$ cat config.mk
export PLATFORM = sky130hd
export DESIGN_NAME = convolutor_addr_sched_flat
export DESIGN_NICKNAME = d
export VERILOG_FILES = /design/src/rtl/convolutor_pkg.sv /design/src/rtl/convolutor_addr_sched_if.sv /design/src/rtl/convolutor_delay_line.sv /design/src/rtl/convolutor_addr_sched.sv /design/src/flat_wrapper.sv
export SDC_FILE = /design/constraint.sdc
export NUM_CORES = 1
export LEC_CHECK = 0
export BUFFER_PORTS_ARGS = -buffer_cell sky130_fd_sc_hd__buf_2
export CELL_PAD_IN_SITES_DETAIL_PLACEMENT = 1
export CELL_PAD_IN_SITES_GLOBAL_PLACEMENT = 1
export CORE_MARGIN = 10
export CORE_UTILIZATION = 50
export CTS_CLUSTER_DIAMETER = 150
export DETAILED_ROUTE_END_ITERATION = 10
export PLACE_DENSITY = 0.86
export SLEW_MARGIN = 15
export SYNTH_ARGS = -nofsm -noshare
export SYNTH_HDL_FRONTEND = slang
export SYNTH_HIERARCHICAL = 1
export SYNTH_SLANG_ARGS = --single-unit
$ cat constraint.sdc
create_clock -name clk -period 7.25 [get_ports clk]
set_clock_uncertainty 0.1 [all_clocks]
set_input_delay 0 -clock clk [delete_from_list [all_inputs] [get_ports clk]]
set_output_delay 0 -clock clk [all_outputs]
set_load 0.02 [all_outputs]
$ cat src/rtl/convolutor_pkg.sv
// Shared types and defaults for the convolution address/loop scheduler.
package convolutor_pkg;

  typedef enum logic [2:0] {
    StIdle,
    StInit,
    StRead,
    StDrain,
    StWrite,
    StDone
  } sched_state_e;

  localparam int unsigned RdLatDefault  = 1;
  localparam int unsigned MacLatDefault = 1;
  localparam int unsigned CYCLE_CNT_W   = 16;

endpackage

$ cat src/rtl/convolutor_addr_sched_if.sv
// Host/memory/MAC-side signal bundle of the convolution scheduler.
interface convolutor_addr_sched_if #(
  parameter int unsigned ADDR_W = 5
) ();

  logic              start_i;
  logic [ADDR_W:0]   size_x_i;
  logic [ADDR_W:0]   size_y_i;
  logic [ADDR_W-1:0] mem_x_addr_o;
  logic [ADDR_W-1:0] mem_y_addr_o;
  logic              mem_rd_o;
  logic              acc_clr_o;
  logic              acc_en_o;
  logic [ADDR_W:0]   z_addr_o;
  logic              z_write_o;
  logic              busy_o;
  logic              done_o;

  modport master (
    input  start_i, size_x_i, size_y_i,
    output mem_x_addr_o, mem_y_addr_o, mem_rd_o, acc_clr_o, acc_en_o,
    output z_addr_o, z_write_o, busy_o, done_o
  );

  modport slave (
    output start_i, size_x_i, size_y_i,
    input  mem_x_addr_o, mem_y_addr_o, mem_rd_o, acc_clr_o, acc_en_o,
    input  z_addr_o, z_write_o, busy_o, done_o
  );

endinterface

$ cat src/rtl/convolutor_delay_line.sv
// Fixed-depth shift register with asynchronous clear; aligns read strobes with memory data.
module convolutor_delay_line #(
  parameter int unsigned DEPTH = 1,
  parameter int unsigned WIDTH = 1
) (
  input  logic             clk,
  input  logic             rst_n,
  input  logic [WIDTH-1:0] din_i,
  output logic [WIDTH-1:0] dout_o
);

  logic [DEPTH-1:0][WIDTH-1:0] stage_q, stage_d;

  always_comb begin
    stage_d[0] = din_i;
    for (int i = 1; i < int'(DEPTH); i++) begin
      stage_d[i] = stage_q[i-1];
    end
  end

  always_ff @(posedge clk or negedge rst_n) begin
    if (!rst_n) begin
      stage_q <= '0;
    end else begin
      stage_q <= stage_d;
    end
  end

  assign dout_o = stage_q[DEPTH-1];

endmodule

$ cat src/rtl/convolutor_addr_sched.sv
// Per-output-sample loop scheduler for z[n] = sum x[k]*y[n-k].
// Optional busy-cycle counter port enabled by CONVOLUTOR_CYCLE_CNT_EN.
module convolutor_addr_sched
  import convolutor_pkg::*;
#(
  parameter int unsigned ADDR_W  = 5,
  parameter int unsigned RD_LAT  = RdLatDefault,
  parameter int unsigned MAC_LAT = MacLatDefault
) (
  input  logic                   clk,
  input  logic                   rst_n,
`ifdef CONVOLUTOR_CYCLE_CNT_EN
  output logic [CYCLE_CNT_W-1:0] cycle_cnt_o,
`endif
  convolutor_addr_sched_if.master bus
);

  localparam int unsigned DrainCycles = RD_LAT + MAC_LAT;

  sched_state_e      state_q, state_d;
  logic [ADDR_W:0]   size_x_q, size_x_d, size_y_q, size_y_d, n_q, n_d;
  logic [ADDR_W+1:0] size_z_q, size_z_d, n_p1;
  logic [ADDR_W-1:0] k_q, k_d, k_hi_q, k_hi_d;
  logic [2:0]        drain_q, drain_d;
  logic              first_q, first_d;

  // Outputs are registered from the current state, so they trail it by one cycle.
  logic [ADDR_W-1:0] x_addr_q, x_addr_d, y_addr_q, y_addr_d;
  logic [ADDR_W:0]   z_addr_q, z_addr_d;
  logic              rd_q, rd_d, clr_tag_q, clr_tag_d, zw_q, zw_d;
  logic              busy_q, busy_d, done_q, done_d;
  logic [1:0]        acc_bits;

  always_comb begin
    state_d  = state_q;
    size_x_d = size_x_q;
    size_y_d = size_y_q;
    size_z_d = size_z_q;
    n_d      = n_q;
    k_d      = k_q;
    k_hi_d   = k_hi_q;
    drain_d  = drain_q;
    first_d  = first_q;
    n_p1     = {1'b0, n_q} + 1'b1;

    unique case (state_q)
      StIdle: begin
        if (bus.start_i) begin
          size_x_d = bus.size_x_i;
          size_y_d = bus.size_y_i;
          size_z_d = {1'b0, bus.size_x_i} + {1'b0, bus.size_y_i} - 1'b1;
          n_d      = '0;
          state_d  = StInit;
        end
      end
      StInit: begin
        if (size_x_q == '0 || size_y_q == '0) begin
          state_d = StDone;
        end else begin
          // Unsigned form of max(0, n-size_y+1); never forms a negative difference.
          k_d     = (n_p1 >= {1'b0, size_y_q}) ? ADDR_W'(n_p1 - {1'b0, size_y_q}) : '0;
          k_hi_d  = (n_q < size_x_q) ? n_q[ADDR_W-1:0] : ADDR_W'(size_x_q - 1'b1);
          first_d = 1'b1;
          state_d = StRead;
        end
      end
      StRead: begin
        first_d = 1'b0;
        if (k_q == k_hi_q) begin
          drain_d = '0;
          state_d = StDrain;
        end else begin
          k_d = k_q + 1'b1;
        end
      end
      StDrain: begin
        if (drain_q == 3'(DrainCycles - 1)) begin
          state_d = StWrite;
        end else begin
          drain_d = drain_q + 1'b1;
        end
      end
      StWrite: begin
        if (n_p1 == size_z_q) begin
          state_d = StDone;
        end else begin
          n_d     = n_q + 1'b1;
          state_d = StInit;
        end
      end
      StDone:  state_d = StIdle;
      default: state_d = StIdle;
    endcase

    rd_d      = (state_q == StRead);
    x_addr_d  = rd_d ? k_q : '0;
    y_addr_d  = rd_d ? ADDR_W'(n_q - {1'b0, k_q}) : '0;
    clr_tag_d = rd_d & first_q;
    zw_d      = (state_q == StWrite);
    z_addr_d  = zw_d ? n_q : '0;
    busy_d    = (state_q == StInit) || rd_d || (state_q == StDrain) || zw_d;
    done_d    = (state_q == StDone);
  end

  always_ff @(posedge clk or negedge rst_n) begin
    if (!rst_n) begin
      state_q   <= StIdle;
      size_x_q  <= '0;
      size_y_q  <= '0;
      size_z_q  <= '0;
      n_q       <= '0;
      k_q       <= '0;
      k_hi_q    <= '0;
      drain_q   <= '0;
      first_q   <= 1'b0;
      x_addr_q  <= '0;
      y_addr_q  <= '0;
      z_addr_q  <= '0;
      rd_q      <= 1'b0;
      clr_tag_q <= 1'b0;
      zw_q      <= 1'b0;
      busy_q    <= 1'b0;
      done_q    <= 1'b0;
    end else begin
      state_q   <= state_d;
      size_x_q  <= size_x_d;
      size_y_q  <= size_y_d;
      size_z_q  <= size_z_d;
      n_q       <= n_d;
      k_q       <= k_d;
      k_hi_q    <= k_hi_d;
      drain_q   <= drain_d;
      first_q   <= first_d;
      x_addr_q  <= x_addr_d;
      y_addr_q  <= y_addr_d;
      z_addr_q  <= z_addr_d;
      rd_q      <= rd_d;
      clr_tag_q <= clr_tag_d;
      zw_q      <= zw_d;
      busy_q    <= busy_d;
      done_q    <= done_d;
    end
  end

  convolutor_delay_line #(
    .DEPTH (RD_LAT),
    .WIDTH (2)
  ) u_acc_dly (
    .clk    (clk),
    .rst_n  (rst_n),
    .din_i  ({clr_tag_q, rd_q}),
    .dout_o (acc_bits)
  );

`ifdef CONVOLUTOR_CYCLE_CNT_EN
  logic [CYCLE_CNT_W-1:0] cnt_q, cnt_d;

  always_comb begin
    cnt_d = cnt_q;
    if (state_q == StIdle && bus.start_i) begin
      cnt_d = '0;
    end else if (busy_q && cnt_q != '1) begin
      cnt_d = cnt_q + 1'b1;
    end
  end

  always_ff @(posedge clk or negedge rst_n) begin
    if (!rst_n) begin
      cnt_q <= '0;
    end else begin
      cnt_q <= cnt_d;
    end
  end

  assign cycle_cnt_o = cnt_q;
`endif

  assign bus.mem_x_addr_o = x_addr_q;
  assign bus.mem_y_addr_o = y_addr_q;
  assign bus.mem_rd_o     = rd_q;
  assign bus.acc_en_o     = acc_bits[0];
  assign bus.acc_clr_o    = acc_bits[1];
  assign bus.z_addr_o     = z_addr_q;
  assign bus.z_write_o    = zw_q;
  assign bus.busy_o       = busy_q;
  assign bus.done_o       = done_q;

endmodule

$ cat src/flat_wrapper.sv
// flat-port wrapper written by rule: the top's interface ports become plain ports
module convolutor_addr_sched_flat import convolutor_pkg::*;
#(
  parameter int unsigned ADDR_W  = 5,
  parameter int unsigned RD_LAT  = RdLatDefault,
  parameter int unsigned MAC_LAT = MacLatDefault
)
  (clk, rst_n, bus_start_i, bus_size_x_i, bus_size_y_i, bus_mem_x_addr_o, bus_mem_y_addr_o, bus_mem_rd_o, bus_acc_clr_o, bus_acc_en_o, bus_z_addr_o, bus_z_write_o, bus_busy_o, bus_done_o);
  convolutor_addr_sched_if #(.ADDR_W(ADDR_W)) bus_i ();
  input  logic clk;
  input  logic rst_n;
  input wire logic [$bits(bus_i.start_i)-1:0] bus_start_i;
  input wire logic [$bits(bus_i.size_x_i)-1:0] bus_size_x_i;
  input wire logic [$bits(bus_i.size_y_i)-1:0] bus_size_y_i;
  output wire logic [$bits(bus_i.mem_x_addr_o)-1:0] bus_mem_x_addr_o;
  output wire logic [$bits(bus_i.mem_y_addr_o)-1:0] bus_mem_y_addr_o;
  output wire logic [$bits(bus_i.mem_rd_o)-1:0] bus_mem_rd_o;
  output wire logic [$bits(bus_i.acc_clr_o)-1:0] bus_acc_clr_o;
  output wire logic [$bits(bus_i.acc_en_o)-1:0] bus_acc_en_o;
  output wire logic [$bits(bus_i.z_addr_o)-1:0] bus_z_addr_o;
  output wire logic [$bits(bus_i.z_write_o)-1:0] bus_z_write_o;
  output wire logic [$bits(bus_i.busy_o)-1:0] bus_busy_o;
  output wire logic [$bits(bus_i.done_o)-1:0] bus_done_o;
  assign bus_i.start_i = bus_start_i;
  assign bus_i.size_x_i = bus_size_x_i;
  assign bus_i.size_y_i = bus_size_y_i;
  assign bus_mem_x_addr_o = bus_i.mem_x_addr_o;
  assign bus_mem_y_addr_o = bus_i.mem_y_addr_o;
  assign bus_mem_rd_o = bus_i.mem_rd_o;
  assign bus_acc_clr_o = bus_i.acc_clr_o;
  assign bus_acc_en_o = bus_i.acc_en_o;
  assign bus_z_addr_o = bus_i.z_addr_o;
  assign bus_z_write_o = bus_i.z_write_o;
  assign bus_busy_o = bus_i.busy_o;
  assign bus_done_o = bus_i.done_o;
  convolutor_addr_sched #(.ADDR_W(ADDR_W), .RD_LAT(RD_LAT), .MAC_LAT(MAC_LAT)) u_core (.clk(clk), .rst_n(rst_n), .bus(bus_i));
endmodule
==> reports/metrics.csv <==
metric,value,unit
run status,completed,
routability congestion estimate,0.8926,
I/O pin count,37,
final cell count without fillers,547,
global-route wire length before repair,16190,um
clock share of power,48.9,%
switching part of the total power,22.78,%
count of endpoints failing hold in the final timing report,0,
cell-internal power,0.0006147,W
number of antenna violations at the first check in global routing,0,
clock buffer depth,2,
clock input transition at the sequential cells of the worst setup and hold paths,80,ps
Synth warnings,6,
"FF+latch count, synth",65,
Worst Setup Path Type,register to register,
standby leakage power,2.305,nW
drc violations,0,
Yosys top cell area share,42.30,%
data arrival time of the critical path,3000,ps
transition time of the tightest slew-check pin,861.0,ps
mapped cell area,0.003845,sq mm
R2R setup slack,4380,ps
"Remaining Overflow, GRT",0,
Clock Sink Count,65,
DIE WIDTH,107.7,um
Post-Place Cells,517,
post-cts sizing count,0,
Bufs and invs on worst path,0,
area growth from synthesis to layout,15.36,%
share of the cycle needed by the critical path after routing,39.60,%
fraction of final layout cells sized beyond drive strength 1,13.84,%
"Clk Latency, worst-skew pair",350,ps
"Avg Cell Area, Syn",9.612,sq um
"share of synthesized cell area in full adder, half adder and majority cells",11.98,%
standard cell with the maximum stage delay on the critical path,sky130_fd_sc_hd__dfrtp_1,
Max Cap Violations,0,
"Slew Viols, Final",0,
unrepaired setup endpoints after global routing,false,
via count of the first global-routing pass,3274,
Placement Rows,31,
total clock buffers created by CTS,9,
Psw,0.0001813,W
top fanout value on the critical path,7,
type of the worst min-delay path,register to register,
Highest Clock Rate,0.3483,GHz
Post-synth EDFFs,0,
power density over the cells,179.5,mW/mm^2
dominant combinational cell family by area after synthesis,compound AO/OA/AOI/OAI gates,
required time worst endpoint,7380,ps
Wirelength per Cell,18.01,um
post-synth top area cell,sky130_fd_sc_hd__dfrtp_1,
final worst path period need,2871,ps
drt initial violations,116,
initial core utilization,52.17,%
Area contributors post-synth,"sky130_fd_sc_hd__dfrtp_1 (42%), sky130_fd_sc_hd__ha_1 (10%), sky130_fd_sc_hd__inv_1 (4.8%)",
total via count in the routed design,3004,
type of destination of the critical path,register,
worst-case vdd ir drop,0.08791,mV
number of fillers in the final layout,836,
Comb power frac,5.6,%
most frequently used flop master after synthesis,sky130_fd_sc_hd__dfrtp_1,
placeable core region,0.007370,sq mm
mux contribution to synthesized area,1.302,%
global router's overall resource usage,17.49,%
fraction of the mapped netlist area in simple logic gates,14.35,%
DR vias/cell,5.492,
maximum number of pins on one net before global-route repair,66,
Async SR Flop Fraction,100.0,%
Compound-Gate Fraction of Synth Area,14.71,%
DP Wirelength,6973,um
Yosys cell types,58,
sequential cell area,0.001627,sq mm
clock tree from TritonCTS,built,
synthesized-area fraction occupied by xor and xnor cells,7.485,%
Cells after Synth,400,
Setup Total Neg Slack,0,ps
DIE AREA,0.01160,sq mm
Ant. Diodes,0,
H-tree depth,3,
Critical Path Source Type,register,
Post-Route WL,9853,um
area of combinational cells with multiple inputs,0.001918,sq mm
DRT Pass-1 Iters,4,
Worst slew margin,42.54,%
"Largest stage delay, worst path",560,ps
ordered list of cells on the worst path,"ha_1, xor2_1, ha_1, o21a_1, o21a_1, o21ai_0, a21oi_1, a221o_1",
buffer type at the clock tree root,sky130_fd_sc_hd__clkbuf_8,
Top Family by Delay on Critical Path,compound AO/OA/AOI/OAI gates,
total of endpoints with negative setup slack in the final report,0,
die height,107.7,um
number of nets at the end of the flow,493,
"Net Count, Synth",450,
count of port buffers added during placement,36,
part of the Yosys area used for sequential elements,42.30,%
remaining antenna violation count,0,
relative contribution of sequential cells to total power,45.5,%
-- state kept, by name, indices dropped and copies added (netlist names), 2 cells and up --
register                 cells
u_core/size_y_q              6
u_core/u_acc_dly/dout_o      2
u_core/bus.mem_y_addr_o      5
u_core/bus.mem_x_addr_o      5
u_core/k_q                   5
u_core/k_hi_q                5
u_core/state_q               3
u_core/bus.z_addr_o          6
u_core/drain_q               3
u_core/size_z_q              7
u_core/n_q                   6
u_core/size_x_q              6
-- worst paths after layout --
path                                                  from  cells past startpoint                                   end
worst max-delay path             u_core/n_q[1]$_DFFE_PN0P_                      8             u_core/k_q[2]$_DFFE_PN0P_
min in group asynchronous                            rst_n                      3           u_core/bus.busy_o$_DFF_PN0_
worst min-delay path            u_core/clr_tag_q$_DFF_PN0_                      0  u_core/u_acc_dly/dout_o[1]$_DFF_PN0_
max in group asynchronous                            rst_n                      3        u_core/size_z_q[4]$_DFFE_PN0P_
worst min register to register  u_core/clr_tag_q$_DFF_PN0_                      0  u_core/u_acc_dly/dout_o[1]$_DFF_PN0_
worst max register to register   u_core/n_q[1]$_DFFE_PN0P_                      8             u_core/k_q[2]$_DFFE_PN0P_
-- placed cells by master, fill, tap and decap left out, types with 7 or more instances in the layout --
cell / count
sky130_fd_sc_hd__dfrtp_1: 65
sky130_fd_sc_hd__inv_1: 49
sky130_fd_sc_hd__nand2_1: 39
sky130_fd_sc_hd__buf_2: 36
sky130_fd_sc_hd__ha_1: 32
sky130_fd_sc_hd__o21ai_0: 29
sky130_fd_sc_hd__nor2_1: 17
sky130_fd_sc_hd__a21oi_1: 16
sky130_fd_sc_hd__dlygate4sd3_1: 14
sky130_fd_sc_hd__xnor2_1: 13
sky130_fd_sc_hd__xor2_1: 12
sky130_fd_sc_hd__clkbuf_8: 9
sky130_fd_sc_hd__and3_1: 8
sky130_fd_sc_hd__nand3_1: 7
sky130_fd_sc_hd__a21o_1: 7
-- cell families after synthesis --
logic type	count (synthesis)
AO/OA/AOI/OAI	89
buffers and inverters	69
XOR/XNOR	28
AND/OR/NAND/NOR	109
flip-flops	65
multiplexers	5
adder cells (fa/ha/maj)	35
-- Yosys cell counts (2+ instances only) --
cell type                   n
sky130_fd_sc_hd__nor4_1     2
sky130_fd_sc_hd__nand2_1   39
sky130_fd_sc_hd__o21bai_1   2
sky130_fd_sc_hd__and2_1     5
sky130_fd_sc_hd__clkbuf_1   6
sky130_fd_sc_hd__nor2b_1    4
sky130_fd_sc_hd__nor3_1     5
sky130_fd_sc_hd__buf_6      4
sky130_fd_sc_hd__dfrtp_1   65
sky130_fd_sc_hd__nand3_1    7
sky130_fd_sc_hd__nand4_1    3
sky130_fd_sc_hd__and4_1     3
sky130_fd_sc_hd__a21oi_1   16
sky130_fd_sc_hd__nor3b_1    2
sky130_fd_sc_hd__xnor3_1    2
sky130_fd_sc_hd__nand2b_1   4
sky130_fd_sc_hd__xor2_1    12
sky130_fd_sc_hd__nor2_1    18
sky130_fd_sc_hd__a21o_1     7
sky130_fd_sc_hd__o22ai_1    4
sky130_fd_sc_hd__buf_2      8
sky130_fd_sc_hd__fa_1       3
sky130_fd_sc_hd__o21a_1     4
sky130_fd_sc_hd__or3_1      2
sky130_fd_sc_hd__ha_1      32
sky130_fd_sc_hd__and3_1     8
sky130_fd_sc_hd__xnor2_1   13
sky130_fd_sc_hd__mux2i_1    5
sky130_fd_sc_hd__a221o_1    3
sky130_fd_sc_hd__o21ai_1    3
sky130_fd_sc_hd__inv_1     49
sky130_fd_sc_hd__a31oi_1    6
sky130_fd_sc_hd__o21ai_0   29
-- layout make-up --
cell class	count	area share [%]
clock inverter	7	2.877
tap	99	2.793
timing repair buffer	51	7.391
sequential	65	36.67
clock buffer	9	2.793
inverter	50	4.231
multi-input combinational	266	43.24
-- per-stage QoR --
stage	power (W)	util [%]	area, sq um	worst slack, ps	hold WS [ps]
2_1_floorplan	0.0003908	-	3845	4854	-395.6
3_3_place_gp	0.0004078	54.84	4041	4425	122.8
3_5_place_dp	0.0004093	54.84	4041	4207	127.8
4_1_cts	0.0008011	60.15	4433	4205	255.4
5_1_grt	0.0008249	60.19	4436	4216	263.1
6_report	0.0007960	60.19	4436	4379	253.8
-- metal layers --
layer	vias to the layer above	GRT usage, %	wire length, um
met3	10	4.731	507
met4	0	5.057	112
met2	64	32.57	5286
met5	-	0	0
li1	1439	-	-
met1	1491	18.74	3947
-- repair_timing --
action / CTS / global route
endpoints found under the setup margin: 0 / 0
hold endpoints to repair: 80 / 0
hold buffers: 14 / 0
setup buffers: 0 / 0
-- power by group through the flow --
stage / registers [W] / logic, W / clock network [W]
3_3_place_gp: 0.000369 / 0.0000384 / 0
4_1_cts: 0.000362 / 0.0000458 / 0.000393
3_5_place_dp: 0.000369 / 0.0000399 / 0
5_1_grt: 0.000362 / 0.0000522 / 0.000411
2_1_floorplan: 0.000370 / 0.0000213 / 0
6_report: 0.000362 / 0.0000449 / 0.000389
Power figures use the tool's default switching activity.
